$ cat src/rtl/machine_pkg.sv
// Shared definitions for the tiny accumulator-less register machine:
// opcode values, FSM states and instruction field offsets.
package machine_pkg;

    localparam int OPC_W  = 5;
    localparam int RSEL_W = 2;

    // Field LSB positions measured from the top of the imm field (imm occupies [DW-1:0]).
    localparam int RS_OFS  = 0;
    localparam int RD_OFS  = 2;
    localparam int OPC_OFS = 4;

    localparam logic [4:0] OP_NOP = 5'd0;
    localparam logic [4:0] OP_ADD = 5'd1;
    localparam logic [4:0] OP_SUB = 5'd2;
    localparam logic [4:0] OP_AND = 5'd3;
    localparam logic [4:0] OP_OR  = 5'd4;
    localparam logic [4:0] OP_XOR = 5'd5;
    localparam logic [4:0] OP_NOT = 5'd6;
    localparam logic [4:0] OP_LDI = 5'd7;
    localparam logic [4:0] OP_MOV = 5'd8;
    localparam logic [4:0] OP_JMP = 5'd9;
    localparam logic [4:0] OP_JZ  = 5'd10;
    localparam logic [4:0] OP_JC  = 5'd11;
    localparam logic [4:0] OP_OUT = 5'd12;
    localparam logic [4:0] OP_HLT = 5'd31;

    typedef enum logic [1:0] {
        ST_FETCH = 2'd0,
        ST_EXEC  = 2'd1,
        ST_HALT  = 2'd2
    } state_e;

    function automatic logic writes_reg(input logic [4:0] op);
        return (op >= OP_ADD) && (op <= OP_MOV);
    endfunction

    function automatic logic writes_flags(input logic [4:0] op);
        return (op >= OP_ADD) && (op <= OP_NOT);
    endfunction

endpackage

$ cat src/rtl/machine_alu.sv
// Combinational ALU: result/carry/zero for the data opcodes; other opcodes yield 0.
module machine_alu
    import machine_pkg::*;
#(
    parameter int DW = 2
) (
    input  logic [4:0]    i_op,
    input  logic [DW-1:0] i_a,
    input  logic [DW-1:0] i_b,
    output logic [DW-1:0] o_result,
    output logic          o_carry,
    output logic          o_zero
);

    logic [DW:0] w_sum;
    logic [DW:0] w_diff;

    assign w_sum  = {1'b0, i_a} + {1'b0, i_b};
    // The extra MSB of the difference is the unsigned borrow.
    assign w_diff = {1'b0, i_a} - {1'b0, i_b};

    always_comb begin
        o_result = '0;
        o_carry  = 1'b0;
        case (i_op)
            OP_ADD: begin o_result = w_sum[DW-1:0];  o_carry = w_sum[DW];  end
            OP_SUB: begin o_result = w_diff[DW-1:0]; o_carry = w_diff[DW]; end
            OP_AND: o_result = i_a & i_b;
            OP_OR:  o_result = i_a | i_b;
            OP_XOR: o_result = i_a ^ i_b;
            OP_NOT: o_result = ~i_b;
            OP_LDI: o_result = i_b;
            OP_MOV: o_result = i_b;
            default: begin o_result = '0; o_carry = 1'b0; end
        endcase
    end

    assign o_zero = (o_result == '0);

endmodule

$ cat src/rtl/machine_core.sv
// Two-phase (fetch/exec) register machine stepped by a divided tick from fast_clk.
// All architectural state and outputs are registered; run_en low freezes everything.
module machine_core
    import machine_pkg::*;
#(
    parameter  int DW  = 2,
    parameter  int PW  = 3,
    parameter  int DIV = 4,
    localparam int CW  = (DIV > 1) ? $clog2(DIV) : 1
) (
    input  logic          fast_clk,
    input  logic          rst,
    input  logic          run_en,
    input  logic [8+DW:0] instr_data,
    output logic [PW-1:0] instr_addr,
    output logic [CW-1:0] ubCounter,
    output logic [4:0]    opcd,
    output logic [DW-1:0] in1,
    output logic [DW-1:0] in2,
    output logic [DW-1:0] resul,
    output logic          flag,
    output logic          carry,
    output logic          led,
    output logic          halted
);

    state_e        r_state;
    logic [CW-1:0] r_div;
    logic [PW-1:0] r_pc;
    logic [8+DW:0] r_ir;
    logic [DW-1:0] r_regs [4];
    logic [4:0]    r_opcd;
    logic [DW-1:0] r_in1, r_in2, r_res;
    logic          r_flag, r_carry, r_led, r_halted;

    logic                w_tick;
    logic [4:0]          w_op;
    logic [RSEL_W-1:0]   w_rd, w_rs;
    logic [DW-1:0]       w_imm, w_a, w_b, w_res;
    logic                w_carry, w_zero, w_jump;
    logic [PW-1:0]       w_pc_next;

    assign w_tick = run_en && (r_div == CW'(DIV - 1));

    always_ff @(posedge fast_clk or posedge rst) begin
        if (rst) begin
            r_div <= '0;
        end else if (run_en) begin
            r_div <= (r_div == CW'(DIV - 1)) ? '0 : r_div + CW'(1);
        end
    end

    assign w_op  = r_ir[DW+OPC_OFS +: OPC_W];
    assign w_rd  = r_ir[DW+RD_OFS  +: RSEL_W];
    assign w_rs  = r_ir[DW+RS_OFS  +: RSEL_W];
    assign w_imm = r_ir[DW-1:0];
    assign w_a   = r_regs[w_rd];
    assign w_b   = (w_op == OP_LDI) ? w_imm : r_regs[w_rs];

    machine_alu #(.DW(DW)) u_alu (
        .i_op     (w_op),
        .i_a      (w_a),
        .i_b      (w_b),
        .o_result (w_res),
        .o_carry  (w_carry),
        .o_zero   (w_zero)
    );

    assign w_jump    = (w_op == OP_JMP) || ((w_op == OP_JZ) && r_flag) || ((w_op == OP_JC) && r_carry);
    assign w_pc_next = w_jump ? PW'(w_imm) : r_pc + PW'(1);

    always_ff @(posedge fast_clk or posedge rst) begin
        if (rst) begin
            r_state  <= ST_FETCH;
            r_pc     <= '0;
            r_ir     <= '0;
            for (int i = 0; i < 4; i++) r_regs[i] <= '0;
            r_opcd   <= '0;
            r_in1    <= '0;
            r_in2    <= '0;
            r_res    <= '0;
            r_flag   <= 1'b0;
            r_carry  <= 1'b0;
            r_led    <= 1'b0;
            r_halted <= 1'b0;
        end else if (w_tick) begin
            case (r_state)
                ST_FETCH: begin
                    r_ir    <= instr_data;
                    r_state <= ST_EXEC;
                end
                ST_EXEC: begin
                    r_opcd <= w_op;
                    r_in1  <= w_a;
                    r_in2  <= w_b;
                    if (writes_reg(w_op)) begin
                        r_regs[w_rd] <= w_res;
                        r_res        <= w_res;
                    end
                    if (writes_flags(w_op)) begin
                        r_flag  <= w_zero;
                        r_carry <= w_carry;
                    end
                    if (w_op == OP_OUT) r_led <= w_b[0];
                    // HLT leaves the PC pointing at itself.
                    if (w_op == OP_HLT) begin
                        r_halted <= 1'b1;
                        r_state  <= ST_HALT;
                    end else begin
                        r_pc    <= w_pc_next;
                        r_state <= ST_FETCH;
                    end
                end
                ST_HALT: r_state <= ST_HALT;
                default: r_state <= ST_FETCH;
            endcase
        end
    end

    assign instr_addr = r_pc;
    assign ubCounter  = r_div;
    assign opcd       = r_opcd;
    assign in1        = r_in1;
    assign in2        = r_in2;
    assign resul      = r_res;
    assign flag       = r_flag;
    assign carry      = r_carry;
    assign led        = r_led;
    assign halted     = r_halted;

endmodule

$ cat config.mk
export PLATFORM = sky130hd
export DESIGN_NAME = machine_core
export DESIGN_NICKNAME = d
export VERILOG_FILES = /design/src/rtl/machine_pkg.sv /design/src/rtl/machine_alu.sv /design/src/rtl/machine_core.sv
export SDC_FILE = /design/constraint.sdc
export NUM_CORES = 1
export LEC_CHECK = 0
export BUFFER_PORTS_ARGS = -buffer_cell sky130_fd_sc_hd__buf_2
export CAP_MARGIN = 20
export CORE_UTILIZATION = 30
export DETAILED_ROUTE_END_ITERATION = 10
export SYNTH_ARGS = -nofsm -noshare
export SYNTH_HDL_FRONTEND = slang
export SYNTH_SLANG_ARGS = --single-unit
export TNS_END_PERCENT = 1
$ cat constraint.sdc
create_clock -name fast_clk -period 5.37 [get_ports fast_clk]
set_input_delay 1.074 -clock fast_clk [delete_from_list [all_inputs] [get_ports fast_clk]]
set_output_delay 1.074 -clock fast_clk [all_outputs]
set_load 0.02 [all_outputs]
==> flow_metrics.env, run 1 <==
export IMPL_pin_count=34
export IMPL_crit_type="reg -> reg"
export IMPL_placed_cells=308
export IMPL_die_y_um=86.4
export IMPL_cts_root_buf="clkbuf_8"
export IMPL_firstDrtPassIters=5
export IMPL_initial_utilization=0.313
export IMPL_min_from="opcd[4]"
export IMPL_areaGrowthSynthToFinish_pct=17.6
export IMPL_relSlewSlack=0.284
export IMPL_cts_tree="done"
export IMPL_vias=1475
export IMPL_hpwl_um=3270
export IMPL_grt_ovfl_total=0
export IMPL_ys_ff_latch=41
export IMPL_n_antenna_cell=0
export IMPL_cp_required_ns=5.54
export IMPL_ctsResizeCount=0
export IMPL_period_share=0.618
export IMPL_viasPerCell=4.67
export IMPL_leakagePower_nw=1.20
export IMPL_routedWlPerCell_um=13.6
export IMPL_fin_setup_tns_ns=0
export IMPL_hold_class="reg -> reg"
export IMPL_drive_gt1_frac=0.314
export IMPL_cts_path_max_buffers=2
export IMPL_synth_edf_count=0
export IMPL_final_common_cell="dfrtp_1"
export IMPL_portBuffers=33
export IMPL_syn_mean_instance_area_um2=11.5
export IMPL_r2r_cells=11
export IMPL_dp_slack_ns=2.02
export IMPL_synth_area_mm2=0.00214
export IMPL_layout_nets=242
export IMPL_routed_wl_um=4300
export IMPL_worst_pin_slew_ns=1.07
export IMPL_synth_nets=208
export IMPL_ys_async_sr_fraction=1.00
export IMPL_fmax_mhz=301
export IMPL_crit_path_start_kind="flop"
export IMPL_synth_distinct_cells=44
export IMPL_ys_seq_area_frac=0.480
export IMPL_power_density_cell_area_mw_per_mm2=495
export IMPL_grt_pass1_vias=1419
export IMPL_htree_num_levels=2
export IMPL_fp_dieArea_mm2=0.00746
export IMPL_grt_max_degree=42
export IMPL_rsz0062_at_grt="no"
export IMPL_cts_clk_slew_worst_paths_ns=0.08
export IMPL_rr_endpoint="r_regs[5]"
export IMPL_synth_cells=185
export IMPL_postCtsSetupBuffers=0
export IMPL_final_cell_mix="dfrtp_1 (41), buf_2 (33), nand2_1 (27), mux2_2 (15), o21ai_0 (14)"
export IMPL_min_to="opcd[4]"
export IMPL_fin_crit_ns=3.32
export IMPL_cap_violations=0
export IMPL_finalWeightedCongestion=0.819
export IMPL_timing_final_ws_setup_ns=2.05
export IMPL_drc=0
export IMPL_finalSetupViolCount=0
export IMPL_grt_total_usage=0.130
export IMPL_rrSetupSlack_ns=2.05
export IMPL_yosys_warnings=0
export IMPL_drv_slew=0
export IMPL_synth_top_flop_cell="dfrtp_1"
export IMPL_rows=30
export IMPL_clkSinkCount=41
export IMPL_min_path_cells=2
export IMPL_ant_nets=0
export IMPL_drt_iter0_drc=114
export IMPL_critPathMaxFanout=7
export IMPL_status="finished, final reports clean"
export IMPL_dieWidth_um=86.4
export IMPL_core_area_mm2=0.00683
export IMPL_hold_violations=0
export IMPL_clk_latency_ns=0.29
export IMPL_final_cells=316
export IMPL_cp_arrival_ns=3.49
export IMPL_cp_end_kind="flop"
export IMPL_vdd_drop_max_v=0.000169
export IMPL_reg2reg_from="r_ir[10]"
export IMPL_grt_pass1_wl_um=7340
export IMPL_antenna_found_initial=0
export IMPL_cts_buffers_inserted=5
export IMPL_finClkSkew_ns=0.00336
export IMPL_cts_hold_buf=0
==> worst max-delay path by stage <==
stage,from,endpoint,slack (ns),cells after the start
after floorplan,r_ir[10],r_regs[3],2.60,11
after global placement,r_ir[10],r_regs[1],2.09,11
after detailed placement,r_ir[10],r_regs[5],2.02,11
after CTS,r_ir[10],r_regs[5],1.99,11
after global routing,r_ir[10],r_regs[5],1.75,11
final,r_ir[10],r_regs[5],2.05,11
==> registers in the layout, summed over array words and instances (netlist names), 3 cells and up <==
name        count
r_ir           11
instr_addr      3
opcd            5
r_regs          8
==> cell usage after synthesis (all sizes together), types with 3 or more instances <==
cell / n / area share
mux4: 4 / 0.042
nor2: 8 / 0.014
mux2: 23 / 0.12
buf: 5 / 0.015
mux2i: 6 / 0.028
nand3: 6 / 0.016
ha: 7 / 0.041
nor3b: 3 / 0.013
inv: 6 / 0.011
o21ai: 15 / 0.037
nand2: 27 / 0.047
dfrtp: 41 / 0.48
nor3: 3 / 0.015
==> critical path, stage by stage (launching register included) <==
cell and delay (ns):
dfrtp_1 0.48, nor2_1 0.41, nand2_1 0.22, mux2i_1 0.38, inv_1 0.12, ha_1 0.23
fa_1 0.49, nor3b_1 0.05, o21ai_0 0.17, o311ai_1 0.14, o2bb2ai_2 0.20, mux2_1 0.31
==> power breakdown <==
part	switching (mW)	internal (mW)
combinational	0.237	0.199
sequential	0.143	0.413
clock	0.101	0.152
total	0.481	0.764
==> final cells by class <==
type / instances / area, µm²
Sequential cell: 41 / 1030
Clock inverter: 1 / 30.0
Timing Repair Buffer: 34 / 173
Tap cell: 96 / 120
Clock buffer: 7 / 86.3
Multi-Input combinational cell: 131 / 1050
Fill cell: 719 / 4320
Inverter: 6 / 22.5
==> cells by family (layout without fill, tap and decap cells) <==
kind of cell             Yosys count  in the layout  share of synthesized area
buffers and inverters             13             48                     0.0287
AO/OA/AOI/OAI                     26             26                     0.0767
flip-flops                        41             41                      0.480
AND/OR/NAND/NOR                   62             62                      0.159
XOR/XNOR                           1              1                    0.00410
adder cells (fa/ha/maj)            9              9                     0.0598
multiplexers                      33             33                      0.192
==> per-layer routing <==
| layer | global-route usage | part of all wire | vias to the layer above |
|---|---|---|---|
| li1 | - | - | 725 |
| met1 | 0.179 | 0.47 | 711 |
| met2 | 0.198 | 0.47 | 35 |
| met3 | 0.0343 | 0.048 | 4 |
| met4 | 0.0455 | 0.0098 | 0 |
| met5 | 0 | 0 | - |
==> stage by stage <==
stage               area (µm²)  hold WS (ns)  power, mW   util
floorplan                 2140         0.476      0.866      -
global placement          2390         0.464      0.989  0.351
detailed placement        2390         0.461       1.01  0.351
CTS                       2510         0.480       1.26  0.368
global route              2510         0.502       1.34  0.368
finish                    2510         0.472       1.24  0.368
(Power assumes the default switching activity.)
==> inputs of run 2 (changes only) <==
==> constraint.sdc (replaced) <==
create_clock -name fast_clk -period 3 [get_ports fast_clk]
set_input_delay 0.6 -clock fast_clk [delete_from_list [all_inputs] [get_ports fast_clk]]
set_output_delay 0.6 -clock fast_clk [all_outputs]
set_load 0.02 [all_outputs]
==> run 2 against run 1 <==
Net effect: via count increased by 3.5%; routed wire length increased by 3.5%; count of clock-buffer cells in the layout unchanged; clock skew increased by 0.0024 ns; critical path depth decreased by 1; core utilization increased by 0.66 points; largest power group is now combinational logic; maximum frequency increased by 17%; critical path type unchanged; sequential share of layout area decreased by 0.72 points.
==> flow_metrics.env, run 2 (same netlist as run 1, synthesis figures left out) <==
export IMPL_rr_endpoint="r_regs[3]"
export IMPL_drv_slew=0
export IMPL_leakagePower_nw=1.24
export IMPL_hold_ws_ns=0.431
export IMPL_vias=1527
export IMPL_cp_end_kind="flop"
export IMPL_seq_area_mm2=0.00103
export IMPL_cap_violations=0
export IMPL_cts_root_buf="clkbuf_8"
export IMPL_viasPerCell=4.70
export IMPL_cp_arrival_ns=3.01
export IMPL_rows=30
export IMPL_final_cells=325
export IMPL_fin_crit_ns=2.84
export IMPL_portBuffers=33
export IMPL_core_area_mm2=0.00683
export IMPL_r2r_cells=10
export IMPL_grt_total_usage=0.136
export IMPL_crit_start="r_ir[2]"
export IMPL_grt_pass1_vias=1479
export IMPL_regMostFlops="r_ir"
export IMPL_fillers=708
export IMPL_finalSetupViolCount=0
export IMPL_grt_max_degree=42
export IMPL_status="finished, final reports clean"
export IMPL_dieWidth_um=86.4
export IMPL_clkSinkCount=41
export IMPL_areaGrowthSynthToFinish_pct=19.7
export IMPL_vdd_drop_max_v=0.000331
export IMPL_cts_buffers_inserted=5
export IMPL_cts_path_max_buffers=2
export IMPL_placed_cells=317
export IMPL_fp_dieArea_mm2=0.00746
export IMPL_power_density_cell_area_mw_per_mm2=863
export IMPL_layout_nets=252
export IMPL_worst_pin_slew_ns=0.539
export IMPL_drt_iter0_drc=79
export IMPL_relSlewSlack=0.641
export IMPL_fmax_mhz=352
export IMPL_critPathMaxFanout=6
export IMPL_crit_path_start_kind="flop"
export IMPL_htree_num_levels=2
export IMPL_finalWeightedCongestion=0.808
export IMPL_path_cells="mux4_2 > mux2i_1 > inv_1 > ha_1 > fa_1 > nor3b_1 > o21ai_1 > o311ai_1 > o2bb2ai_2 > mux2_1"
export IMPL_drive_gt1_frac=0.341
export IMPL_n_antenna_cell=0
export IMPL_slowest_delay_ns=0.55
export IMPL_die_y_um=86.4
export IMPL_grt_pass1_wl_um=7690
export IMPL_routed_wl_um=4450
export IMPL_crit_path_top_delay_cell="mux4_2"
export IMPL_crit_type="reg -> reg"
export IMPL_cp_required_ns=3.17
export IMPL_routedWlPerCell_um=13.7
export IMPL_rrSetupSlack_ns=0.16
export IMPL_fin_setup_tns_ns=0
export IMPL_antenna_found_initial=0
export IMPL_final_cell_mix="dfrtp_1 (41), buf_2 (33), nand2_1 (27), mux2_2 (15), o21ai_0 (13)"
export IMPL_hold_violations=0
export IMPL_firstDrtPassIters=4
export IMPL_largest_register_ff_count=11
export IMPL_reg2reg_from="r_ir[2]"
export IMPL_pin_count=34
export IMPL_multi_input_area_mm2=0.00105
export IMPL_rsz0062_at_grt="yes"
export IMPL_clk_latency_ns=0.29
export IMPL_final_common_cell="dfrtp_1"
export IMPL_period_share=0.946
export IMPL_cts_clk_slew_worst_paths_ns=0.07
export IMPL_hpwl_um=3340
export IMPL_ant_nets=0
export IMPL_cts_hold_buf=0
export IMPL_initial_utilization=0.313
export IMPL_grt_ovfl_total=0
export IMPL_cts_tree="done"
export IMPL_drc=0
export IMPL_finClkSkew_ns=0.00577
export IMPL_hold_class="in -> async"
## run 2: changes by cell type in the layout (fill, tap and decap cells not counted), sizes merged
cell    previous run  this run
buf               34        44
bufinv             1         0
## run 2: worst max-delay path: cells and delay by family (launching register included)
family,cells,cell delay (ns)
muxes,3,1.03
adders and majority gates,2,0.71
DFF,1,0.42
AOI/OAI and AO/OA,3,0.42
buffers and inverters,1,0.09
and+or+nand+nor,1,0.05
## run 2: final cells by class
| type | instances | share of cell area |
|---|---|---|
| flip-flops and latches | 41 | 0.401 |
| repair buffers | 44 | 0.0969 |
| well taps | 96 | 0.0470 |
| clock buffers | 7 | 0.0338 |
| multi-input cells | 131 | 0.412 |
| inverters | 6 | 0.00881 |
## run 2: timing repair
item                       4_1_cts  5_1_grt
setup endpoints to repair        0        5
setup buffers                    0        1
resized for setup                0        1
## run 2: metal layers
| layer | GRT usage | vias to the layer above | share of wire |
|---|---|---|---|
| met1 | 0.194 | 747 | 0.48 |
| li1 | - | 745 | - |
| met3 | 0.0314 | 5 | 0.052 |
| met5 | 0 | - | 0 |
| met4 | 0.0455 | 0 | 0.0090 |
| met2 | 0.203 | 30 | 0.46 |
## run 2: power breakdown
part           internal (mW)  leakage [nW]  switching (mW)
logic                  0.414         0.657           0.509
clock network          0.183        0.0443           0.184
registers              0.740         0.534           0.176
## run 2: worst max-delay path by stage
stage	endpoint	slack, ns	cells after the start
floorplan	r_regs[5]	0.23	11
global placement	r_regs[5]	0.26	10
detailed placement	r_regs[3]	0.1	10
CTS	r_regs[3]	0.08	10
global route	r_regs[1]	-0.003	10
finish	r_regs[3]	0.16	10
## run 2: metrics by stage
| step | setup WS [ns] | instance area [µm²] | utilization | power (mW) |
|---|---|---|---|---|
| CTS | 0.0821 | 2550 | 0.373 | 2.22 |
| detailed placement | 0.0967 | 2460 | 0.360 | 1.85 |
| floorplan | 0.226 | 2140 | - | 1.55 |
| global route | -0.00336 | 2560 | 0.374 | 2.39 |
| global placement | 0.260 | 2460 | 0.360 | 1.82 |
| finish | 0.161 | 2560 | 0.374 | 2.21 |
